`config.mk`:
```
export PLATFORM = sky130hd
export DESIGN_NAME = video_stream_monitor_flat
export DESIGN_NICKNAME = d
export VERILOG_FILES = /design/src/rtl/video_stream_monitor_if.sv /design/src/rtl/video_stream_monitor.sv /design/src/flat_wrapper.sv
export SDC_FILE = /design/constraint.sdc
export NUM_CORES = 1
export LEC_CHECK = 0
export BUFFER_PORTS_ARGS = -buffer_cell sky130_fd_sc_hd__buf_2
export CAP_MARGIN = 10
export CORE_UTILIZATION = 50
export CTS_CLUSTER_DIAMETER = 30
export DETAILED_ROUTE_END_ITERATION = 7
export PLACE_DENSITY = 0.81
export SETUP_SLACK_MARGIN = 0.15
export SLEW_MARGIN = 10
export SYNTH_ARGS = -nofsm -noshare
export SYNTH_HDL_FRONTEND = slang
export SYNTH_SLANG_ARGS = --single-unit
```
`constraint.sdc`:
```
create_clock -name p_clk -period 5.82 [get_ports p_clk]
set_input_delay 0.582 -clock p_clk [delete_from_list [all_inputs] [get_ports p_clk]]
set_output_delay 0.582 -clock p_clk [all_outputs]
set_load 0.05 [all_outputs]
```
`src/rtl/video_stream_monitor_if.sv`:
```
// Display stream bundle between the video output stage (master) and the stream monitor (slave).
interface video_stream_monitor_if;
    logic       frame_valid;
    logic       line_valid;
    logic [7:0] pixel_in;

    modport master (output frame_valid, output line_valid, output pixel_in);
    modport slave  (input  frame_valid, input  line_valid, input  pixel_in);
endinterface

```
`src/rtl/video_stream_monitor.sv`:
```
// Display-path self-test monitor: checks frame geometry and computes a per-frame Fletcher-32 checksum.
// Optional horizontal-blanking check is enabled by defining HBLANK_CHECK_EN.
//
// state      | meaning
// S_SYNC     | after reset, waiting for frame_valid low so we never start mid-frame
// S_WAIT     | between frames, waiting for frame_valid high
// S_ACTIVE   | inside a frame, summing pixels and checking line lengths
// S_DONE     | one cycle: publish frame result, count frame, raise irq on error
module video_stream_monitor #(
    parameter int IMG_WIDTH  = 640,
    parameter int IMG_HEIGHT = 480,
    parameter int HBLANK_MIN = 160,
    parameter int CNT_W      = 12
) (
    input  logic                  p_clk,
    input  logic                  p_reset,
    video_stream_monitor_if.slave vid,
    input  logic                  irq_ack,
    input  logic                  clear,
    output logic                  frame_done,
    output logic [31:0]           frame_checksum,
    output logic                  frame_ok,
    output logic [15:0]           frame_count,
    output logic                  err_line_len,
    output logic                  err_line_count,
    output logic                  err_protocol,
    output logic                  err_hblank,
    output logic                  irq
);

    typedef enum logic [1:0] {
        S_SYNC   = 2'd0,
        S_WAIT   = 2'd1,
        S_ACTIVE = 2'd2,
        S_DONE   = 2'd3
    } state_t;

    localparam logic [CNT_W-1:0] WIDTH_C  = CNT_W'(IMG_WIDTH);
    localparam logic [CNT_W-1:0] HEIGHT_C = CNT_W'(IMG_HEIGHT);

    function automatic logic [CNT_W-1:0] sat_inc(input logic [CNT_W-1:0] v);
        return (&v) ? v : v + 1'b1;
    endfunction

    state_t           state_q, state_d;
    logic [15:0]      sum_a_q, sum_a_d;
    logic [15:0]      sum_b_q, sum_b_d;
    logic [CNT_W-1:0] pix_cnt_q, pix_cnt_d;
    logic [CNT_W-1:0] line_cnt_q, line_cnt_d;
    logic             lv_q, lv_d;
    logic             fe_len_q, fe_len_d;
    logic             fe_proto_q, fe_proto_d;
    logic             fe_hb_q, fe_hb_d;
    logic             done_q, done_d;
    logic [31:0]      cksum_q, cksum_d;
    logic             ok_q, ok_d;
    logic [15:0]      count_q, count_d;
    logic             e_len_q, e_len_d;
    logic             e_lc_q, e_lc_d;
    logic             e_proto_q, e_proto_d;
    logic             e_hb_q, e_hb_d;
    logic             irq_q, irq_d;

`ifdef HBLANK_CHECK_EN
    localparam logic [CNT_W-1:0] HBLANK_C = CNT_W'(HBLANK_MIN);
    logic [CNT_W-1:0] blank_cnt_q, blank_cnt_d;
`else
    logic unused_hblank_cfg;
    assign unused_hblank_cfg = (HBLANK_MIN != 0);
`endif

    logic start, in_frame, pix_valid, line_end, lc_err, frame_good;

    always_comb begin
        state_d    = state_q;
        sum_a_d    = sum_a_q;
        sum_b_d    = sum_b_q;
        pix_cnt_d  = pix_cnt_q;
        line_cnt_d = line_cnt_q;
        lv_d       = 1'b0;
        fe_len_d   = fe_len_q;
        fe_proto_d = fe_proto_q;
        fe_hb_d    = fe_hb_q;
        done_d     = 1'b0;
        cksum_d    = cksum_q;
        ok_d       = ok_q;
        count_d    = count_q;
        e_len_d    = e_len_q;
        e_lc_d     = e_lc_q;
        e_proto_d  = e_proto_q;
        e_hb_d     = e_hb_q;
        irq_d      = irq_q;
        lc_err     = 1'b0;
        frame_good = 1'b0;
`ifdef HBLANK_CHECK_EN
        blank_cnt_d = blank_cnt_q;
`endif

        // clear is applied first so detections in this same cycle survive it
        if (clear) begin
            e_len_d   = 1'b0;
            e_lc_d    = 1'b0;
            e_proto_d = 1'b0;
            e_hb_d    = 1'b0;
            count_d   = 16'd0;
        end
        if (irq_ack) begin
            irq_d = 1'b0;
        end

        // Frame context is zeroed while idle, so a first pixel on the entry cycle sums from zero
        if (state_q == S_WAIT) begin
            sum_a_d    = 16'd0;
            sum_b_d    = 16'd0;
            pix_cnt_d  = '0;
            line_cnt_d = '0;
            fe_len_d   = 1'b0;
            fe_proto_d = 1'b0;
            fe_hb_d    = 1'b0;
`ifdef HBLANK_CHECK_EN
            blank_cnt_d = '0;
`endif
        end

        start     = (state_q == S_WAIT) && vid.frame_valid;
        in_frame  = start || (state_q == S_ACTIVE);
        pix_valid = in_frame && vid.frame_valid && vid.line_valid;
        line_end  = (state_q == S_ACTIVE) && lv_q && !pix_valid;
        lv_d      = pix_valid;

        if (pix_valid) begin
            sum_a_d   = sum_a_d + {8'd0, vid.pixel_in};
            sum_b_d   = sum_b_d + sum_a_d;
            pix_cnt_d = sat_inc(pix_cnt_d);
        end

        if (line_end) begin
            line_cnt_d = sat_inc(line_cnt_d);
            if (pix_cnt_d != WIDTH_C) begin
                fe_len_d = 1'b1;
                e_len_d  = 1'b1;
            end
            pix_cnt_d = '0;
        end

        if (((state_q == S_WAIT) || (state_q == S_ACTIVE)) && !vid.frame_valid && vid.line_valid) begin
            e_proto_d = 1'b1;
            if (state_q == S_ACTIVE) begin
                fe_proto_d = 1'b1;
            end
        end

`ifdef HBLANK_CHECK_EN
        if ((state_q == S_ACTIVE) && vid.frame_valid && !vid.line_valid) begin
            if (line_end) begin
                blank_cnt_d = {{(CNT_W-1){1'b0}}, 1'b1};
            end else if (line_cnt_q != '0) begin
                blank_cnt_d = sat_inc(blank_cnt_d);
            end
        end
        if ((state_q == S_ACTIVE) && pix_valid && !lv_q && (line_cnt_q != '0)) begin
            if (blank_cnt_q < HBLANK_C) begin
                fe_hb_d = 1'b1;
                e_hb_d  = 1'b1;
            end
            blank_cnt_d = '0;
        end
`endif

        unique case (state_q)
            S_SYNC: begin
                if (!vid.frame_valid) begin
                    state_d = S_WAIT;
                end
            end
            S_WAIT: begin
                if (vid.frame_valid) begin
                    state_d = S_ACTIVE;
                end
            end
            S_ACTIVE: begin
                if (!vid.frame_valid) begin
                    state_d = S_DONE;
                end
            end
            S_DONE: begin
                lc_err     = (line_cnt_q != HEIGHT_C);
                frame_good = !(fe_len_q || fe_proto_q || fe_hb_q || lc_err);
                done_d     = 1'b1;
                cksum_d    = {sum_b_q, sum_a_q};
                ok_d       = frame_good;
                count_d    = count_d + 16'd1;
                e_len_d    = e_len_d   | fe_len_q;
                e_proto_d  = e_proto_d | fe_proto_q;
                e_hb_d     = e_hb_d    | fe_hb_q;
                e_lc_d     = e_lc_d    | lc_err;
                if (!frame_good) begin
                    irq_d = 1'b1;
                end
                state_d = S_WAIT;
            end
            default: state_d = S_SYNC;
        endcase
    end

    always_ff @(posedge p_clk or posedge p_reset) begin
        if (p_reset) begin
            state_q    <= S_SYNC;
            sum_a_q    <= 16'd0;
            sum_b_q    <= 16'd0;
            pix_cnt_q  <= '0;
            line_cnt_q <= '0;
            lv_q       <= 1'b0;
            fe_len_q   <= 1'b0;
            fe_proto_q <= 1'b0;
            fe_hb_q    <= 1'b0;
            done_q     <= 1'b0;
            cksum_q    <= 32'd0;
            ok_q       <= 1'b0;
            count_q    <= 16'd0;
            e_len_q    <= 1'b0;
            e_lc_q     <= 1'b0;
            e_proto_q  <= 1'b0;
            e_hb_q     <= 1'b0;
            irq_q      <= 1'b0;
        end else begin
            state_q    <= state_d;
            sum_a_q    <= sum_a_d;
            sum_b_q    <= sum_b_d;
            pix_cnt_q  <= pix_cnt_d;
            line_cnt_q <= line_cnt_d;
            lv_q       <= lv_d;
            fe_len_q   <= fe_len_d;
            fe_proto_q <= fe_proto_d;
            fe_hb_q    <= fe_hb_d;
            done_q     <= done_d;
            cksum_q    <= cksum_d;
            ok_q       <= ok_d;
            count_q    <= count_d;
            e_len_q    <= e_len_d;
            e_lc_q     <= e_lc_d;
            e_proto_q  <= e_proto_d;
            e_hb_q     <= e_hb_d;
            irq_q      <= irq_d;
        end
    end

`ifdef HBLANK_CHECK_EN
    always_ff @(posedge p_clk or posedge p_reset) begin
        if (p_reset) begin
            blank_cnt_q <= '0;
        end else begin
            blank_cnt_q <= blank_cnt_d;
        end
    end
    assign err_hblank = e_hb_q;
`else
    assign err_hblank = 1'b0;
`endif

    assign frame_done     = done_q;
    assign frame_checksum = cksum_q;
    assign frame_ok       = ok_q;
    assign frame_count    = count_q;
    assign err_line_len   = e_len_q;
    assign err_line_count = e_lc_q;
    assign err_protocol   = e_proto_q;
    assign irq            = irq_q;

endmodule

```
`src/flat_wrapper.sv`:
```
// flat-port wrapper written by rule: the top's interface ports become plain ports
module video_stream_monitor_flat 
#(
    parameter int IMG_WIDTH  = 640,
    parameter int IMG_HEIGHT = 480,
    parameter int HBLANK_MIN = 160,
    parameter int CNT_W      = 12
)
  (p_clk, p_reset, irq_ack, clear, frame_done, frame_checksum, frame_ok, frame_count, err_line_len, err_line_count, err_protocol, err_hblank, irq, vid_frame_valid, vid_line_valid, vid_pixel_in);
  video_stream_monitor_if vid_i ();
  input  logic p_clk;
  input  logic p_reset;
  input  logic irq_ack;
  input  logic clear;
  output logic frame_done;
  output logic [31:0] frame_checksum;
  output logic frame_ok;
  output logic [15:0] frame_count;
  output logic err_line_len;
  output logic err_line_count;
  output logic err_protocol;
  output logic err_hblank;
  output logic irq;
  input wire logic [$bits(vid_i.frame_valid)-1:0] vid_frame_valid;
  input wire logic [$bits(vid_i.line_valid)-1:0] vid_line_valid;
  input wire logic [$bits(vid_i.pixel_in)-1:0] vid_pixel_in;
  assign vid_i.frame_valid = vid_frame_valid;
  assign vid_i.line_valid = vid_line_valid;
  assign vid_i.pixel_in = vid_pixel_in;
  video_stream_monitor #(.IMG_WIDTH(IMG_WIDTH), .IMG_HEIGHT(IMG_HEIGHT), .HBLANK_MIN(HBLANK_MIN), .CNT_W(CNT_W)) u_core (.p_clk(p_clk), .p_reset(p_reset), .vid(vid_i), .irq_ack(irq_ack), .clear(clear), .frame_done(frame_done), .frame_checksum(frame_checksum), .frame_ok(frame_ok), .frame_count(frame_count), .err_line_len(err_line_len), .err_line_count(err_line_count), .err_protocol(err_protocol), .err_hblank(err_hblank), .irq(irq));
endmodule
```
==> impl_metrics.toml <==
[global_routing]
grt_max_degree = 75
grt_use_met1_pct = 28.2
grt_pass1_vias = 4957
grt-busiest-layer = "met2"
grt_use_met2_pct = 36.2
grt_usage_pct = 22.1
overflow = 0
grtUsageMet3_pct = 6.17
antenna_found_initial = 0
grt_pass1_wl_um = 22900

[cts]
clock_sink_count = 115
ctsHoldBuffers = 0
cts_buffer_depth = 2
path_clk_slew_ns = 0.05
cts.root.buffer_cell = "clkbuf_16"
cts_resized = 0
numCtsBuffers = 17
clkLatencyLatePin_ns = 0.41
h-tree-depth = 4
cts_tree = "built"
postCtsSetupBuffers = 0

[placed_design]
port-buffer-count = 67
placed_cells = 877
place.gp.congestion = 0.876
pre_cts_slack_ns = 1.25
hpwlAfterDp_um = 9360
place_area_mm2 = 0.00696

[critical_path]
crit_buf_inv = 1
path_class = "reg2reg"
rr_endpoint = "u_core.sum_b_q[14]$_DFF_PP0_"
path_depth = 20
cp_common_cell = "a21oi_1"
crit_slowest_cell = "fa_1"
worst_r2r_path_depth = 20
crit_start = "u_core.state_q[1]$_DFFE_PP0P_"
crit_end = "u_core.sum_b_q[14]$_DFF_PP0_"
critPathTopFamily = "compound AO/OA/AOI/OAI gates"
slowest_delay_ns = 0.42
startpoint_type = "register"
cp_data_required_time_ns = 6.11
path_cells = "inv_1 > ha_2 > nor2b_1 > ha_1 > fa_1 > a21o_1 > a21oi_1 > o21bai_1 > a21oi_1 > o21ai_0 > a21o_1 > nand3_1 > xor2_1 > ha_1 > and3_1 > a31oi_1 > a21oi_1 > a21oi_1 > xnor2_1 > mux2_2"
crit_path_end_kind = "register"
worstPathArrival_ns = 5.02
crit_fanout = 14
r2r-start = "u_core.state_q[1]$_DFFE_PP0P_"
reg2reg_setup_slack_ns = 1.09

[run]
maxCapViolCount = 0

[min_path]
hold_path.class = "in2async"

[layout]
post-route-util_pct = 59.6
antenna-diode-count = 0
drive_gt1_share_pct = 20.4
final_area_mm2 = 0.00752
syn2layout_area_growth_pct = 15.9
n_fill_cell = 1060
stdcell_count = 906
nets = 771

[sta]
finalCritPeriodShare_pct = 81.2
fin_ws_ns = 1.09
min_period_ns = 4.73
finClkSkew_ns = 0.00542
tightest_slew_ns = 0.899
maxSlewHeadroom_pct = 40.0
hold_viol = 0
setup_viol = 0
fin_hold_ws_ns = 0.368
fmax_ghz = 0.212
final_max_slew_viol_count = 0
rsz0062_at_grt = "no"
fin_setup_tns_ns = 0

[routing]
first_pass_iters = 5
wirelength_um = 13700
postRouteAntennaNets = 0
vias = 5050
drcViolationCount = 0
wl_per_cell_um = 15.1
drt_iter0_drc = 348
viasPerCell = 5.57

[yosys]
synth.cell_area_mm2 = 0.00649
avgSynthCellArea_um2 = 9.82
ys_ff_latch = 115
ys.warnings.count = 0
synth-async-reset-ratio_pct = 100
yosysSeqAreaShare_pct = 44.4
yosysUniqueCellTypes = 62
synth-edff-count = 0
synthCells = 661
synthFlopType = "dfrtp_1"
synth_fp_nets = 708

[floorplan]
io_pins = 69
chipHeight_um = 116
rows = 41
start_util_pct = 51.4
core_area_mm2 = 0.0126
die_width_um = 116
die-area_mm2 = 0.0134

[power]
p_leak_nw = 3.72
irDropWorstVdd_uv = 322
pwr_density_cell_mw_per_mm2 = 442
totalPowerFinal_mw = 3.32

[run_status]
outcome = "complete, no violations"
## worst min-delay path by stage
stage                                                     start                                    end  slack, ns  cells after the start
after detailed placement           u_core.sum_b_q[13]$_DFF_PP0_  u_core.frame_checksum[29]$_DFFE_PP0P_       0.48                      1
after CTS                                               irq_ack                   u_core.irq$_DFF_PP0_       0.36                      2
final                                                   p_reset        u_core.frame_count[2]$_DFF_PP0_       0.37                      2
after global routing                                    irq_ack                   u_core.irq$_DFF_PP0_       0.36                      2
after global placement    u_core.frame_checksum[21]$_DFFE_PP0P_  u_core.frame_checksum[21]$_DFFE_PP0P_       0.49                      1
after floorplan                     u_core.sum_a_q[0]$_DFF_PP0_   u_core.frame_checksum[0]$_DFFE_PP0P_       0.47                      1
## Yosys cell counts (2+ instances only)
cell type,n,share of area [%]
dfrtp_1,115,44
nand2_1,74,4.3
nor2_1,55,3.2
mux2_2,41,7.1
nor2b_1,35,3.4
ha_1,31,6.0
o21ai_0,29,2.2
xnor2_1,28,3.8
xor2_1,27,3.6
a21oi_1,24,1.9
inv_1,19,1.1
clkbuf_1,18,1.0
nand3_1,17,1.3
nor3_1,16,1.2
nand4_1,14,1.3
or3_1,13,1.3
nand2b_1,10,0.96
and3_1,7,0.67
mux2i_1,7,1.1
a21o_1,6,0.69
a211oi_1,5,0.58
buf_1,5,0.29
nor4_1,5,0.48
a31oi_1,4,0.39
nand4b_1,4,0.54
nor3b_1,3,0.35
o2111ai_1,3,0.41
o21a_1,3,0.35
o21bai_1,3,0.35
o22ai_1,3,0.29
or4_1,3,0.35
buf_4,2,0.23
fa_1,2,0.62
o31ai_1,2,0.23
## area by class of cell
| cell class | instances | area, um^2 | area share, % |
|---|---|---|---|
| well taps | 172 | 215 | 2.86 |
| inverters | 20 | 77.6 | 1.03 |
| clock buffers | 23 | 478 | 6.36 |
| clock inverters | 6 | 80.1 | 1.07 |
| repair buffers | 71 | 365 | 4.86 |
| multi-input cells | 499 | 3420 | 45.5 |
| flip-flops and latches | 115 | 2880 | 38.3 |
## flip-flops by register name, indices dropped and copies added, names as in the netlist
name / flops
u_core.sum_a_q: 16
u_core.frame_count: 16
u_core.frame_ok: 1
u_core.frame_done: 1
u_core.sum_b_q: 16
u_core.err_line_len: 1
u_core.frame_checksum: 32
u_core.state_q: 2
u_core.line_cnt_q: 12
u_core.fe_proto_q: 1
u_core.pix_cnt_q: 12
u_core.lv_q: 1
u_core.err_line_count: 1
u_core.err_protocol: 1
u_core.irq: 1
u_core.fe_len_q: 1
## cell families (layout without fill, tap and decap cells)
family                     after synthesis  after routing  share of synthesized area, %
xor gates and xnor gates                55             55                          7.42
adders and majority gates               33             33                          6.59
and+or+nand+nor                        269            269                          21.6
AOI/OAI and AO/OA                       93             93                          8.85
buffers and inverters                   47            120                          2.97
muxes                                   48             48                          8.20
DFF                                    115            115                          44.4
other                                    1              1                        0.0578
## worst register-to-register path: stages (launching register included)
cell	delay, ns
dfrtp_1	0.40
inv_1	0.13
ha_2	0.38
nor2b_1	0.11
ha_1	0.24
fa_1	0.42
a21o_1	0.18
a21oi_1	0.21
o21bai_1	0.10
a21oi_1	0.22
o21ai_0	0.11
a21o_1	0.29
nand3_1	0.15
xor2_1	0.20
ha_1	0.33
and3_1	0.22
a31oi_1	0.26
a21oi_1	0.12
a21oi_1	0.19
xnor2_1	0.08
mux2_2	0.27
## where the power goes
part | switching, mW | internal, mW
Clock | 0.338 | 0.652
Sequential | 0.0812 | 0.939
Combinational | 0.854 | 0.457
## metal layers
layer	vias up	part of all wire, %	routed length (um)
met5	-	0	0
met4	0	0.66	90
met3	11	4.8	658
met2	144	50	6800
met1	2475	45	6110
li1	2420	-	-
## layout by cell type, fill, tap and decap left out, types with 10 or more instances in the layout
cell type / instances
a21oi_1: 24
buf_2: 67
clkbuf_16: 17
dfrtp_1: 115
ha_1: 29
inv_1: 18
mux2_2: 41
nand2_1: 74
nand2b_1: 10
nand3_1: 17
nand4_1: 14
nor2_1: 55
nor2b_1: 35
nor3_1: 16
o21ai_0: 29
or3_1: 13
xnor2_1: 28
xor2_1: 27
No activity file was read; power rests on OpenSTA's default activity.
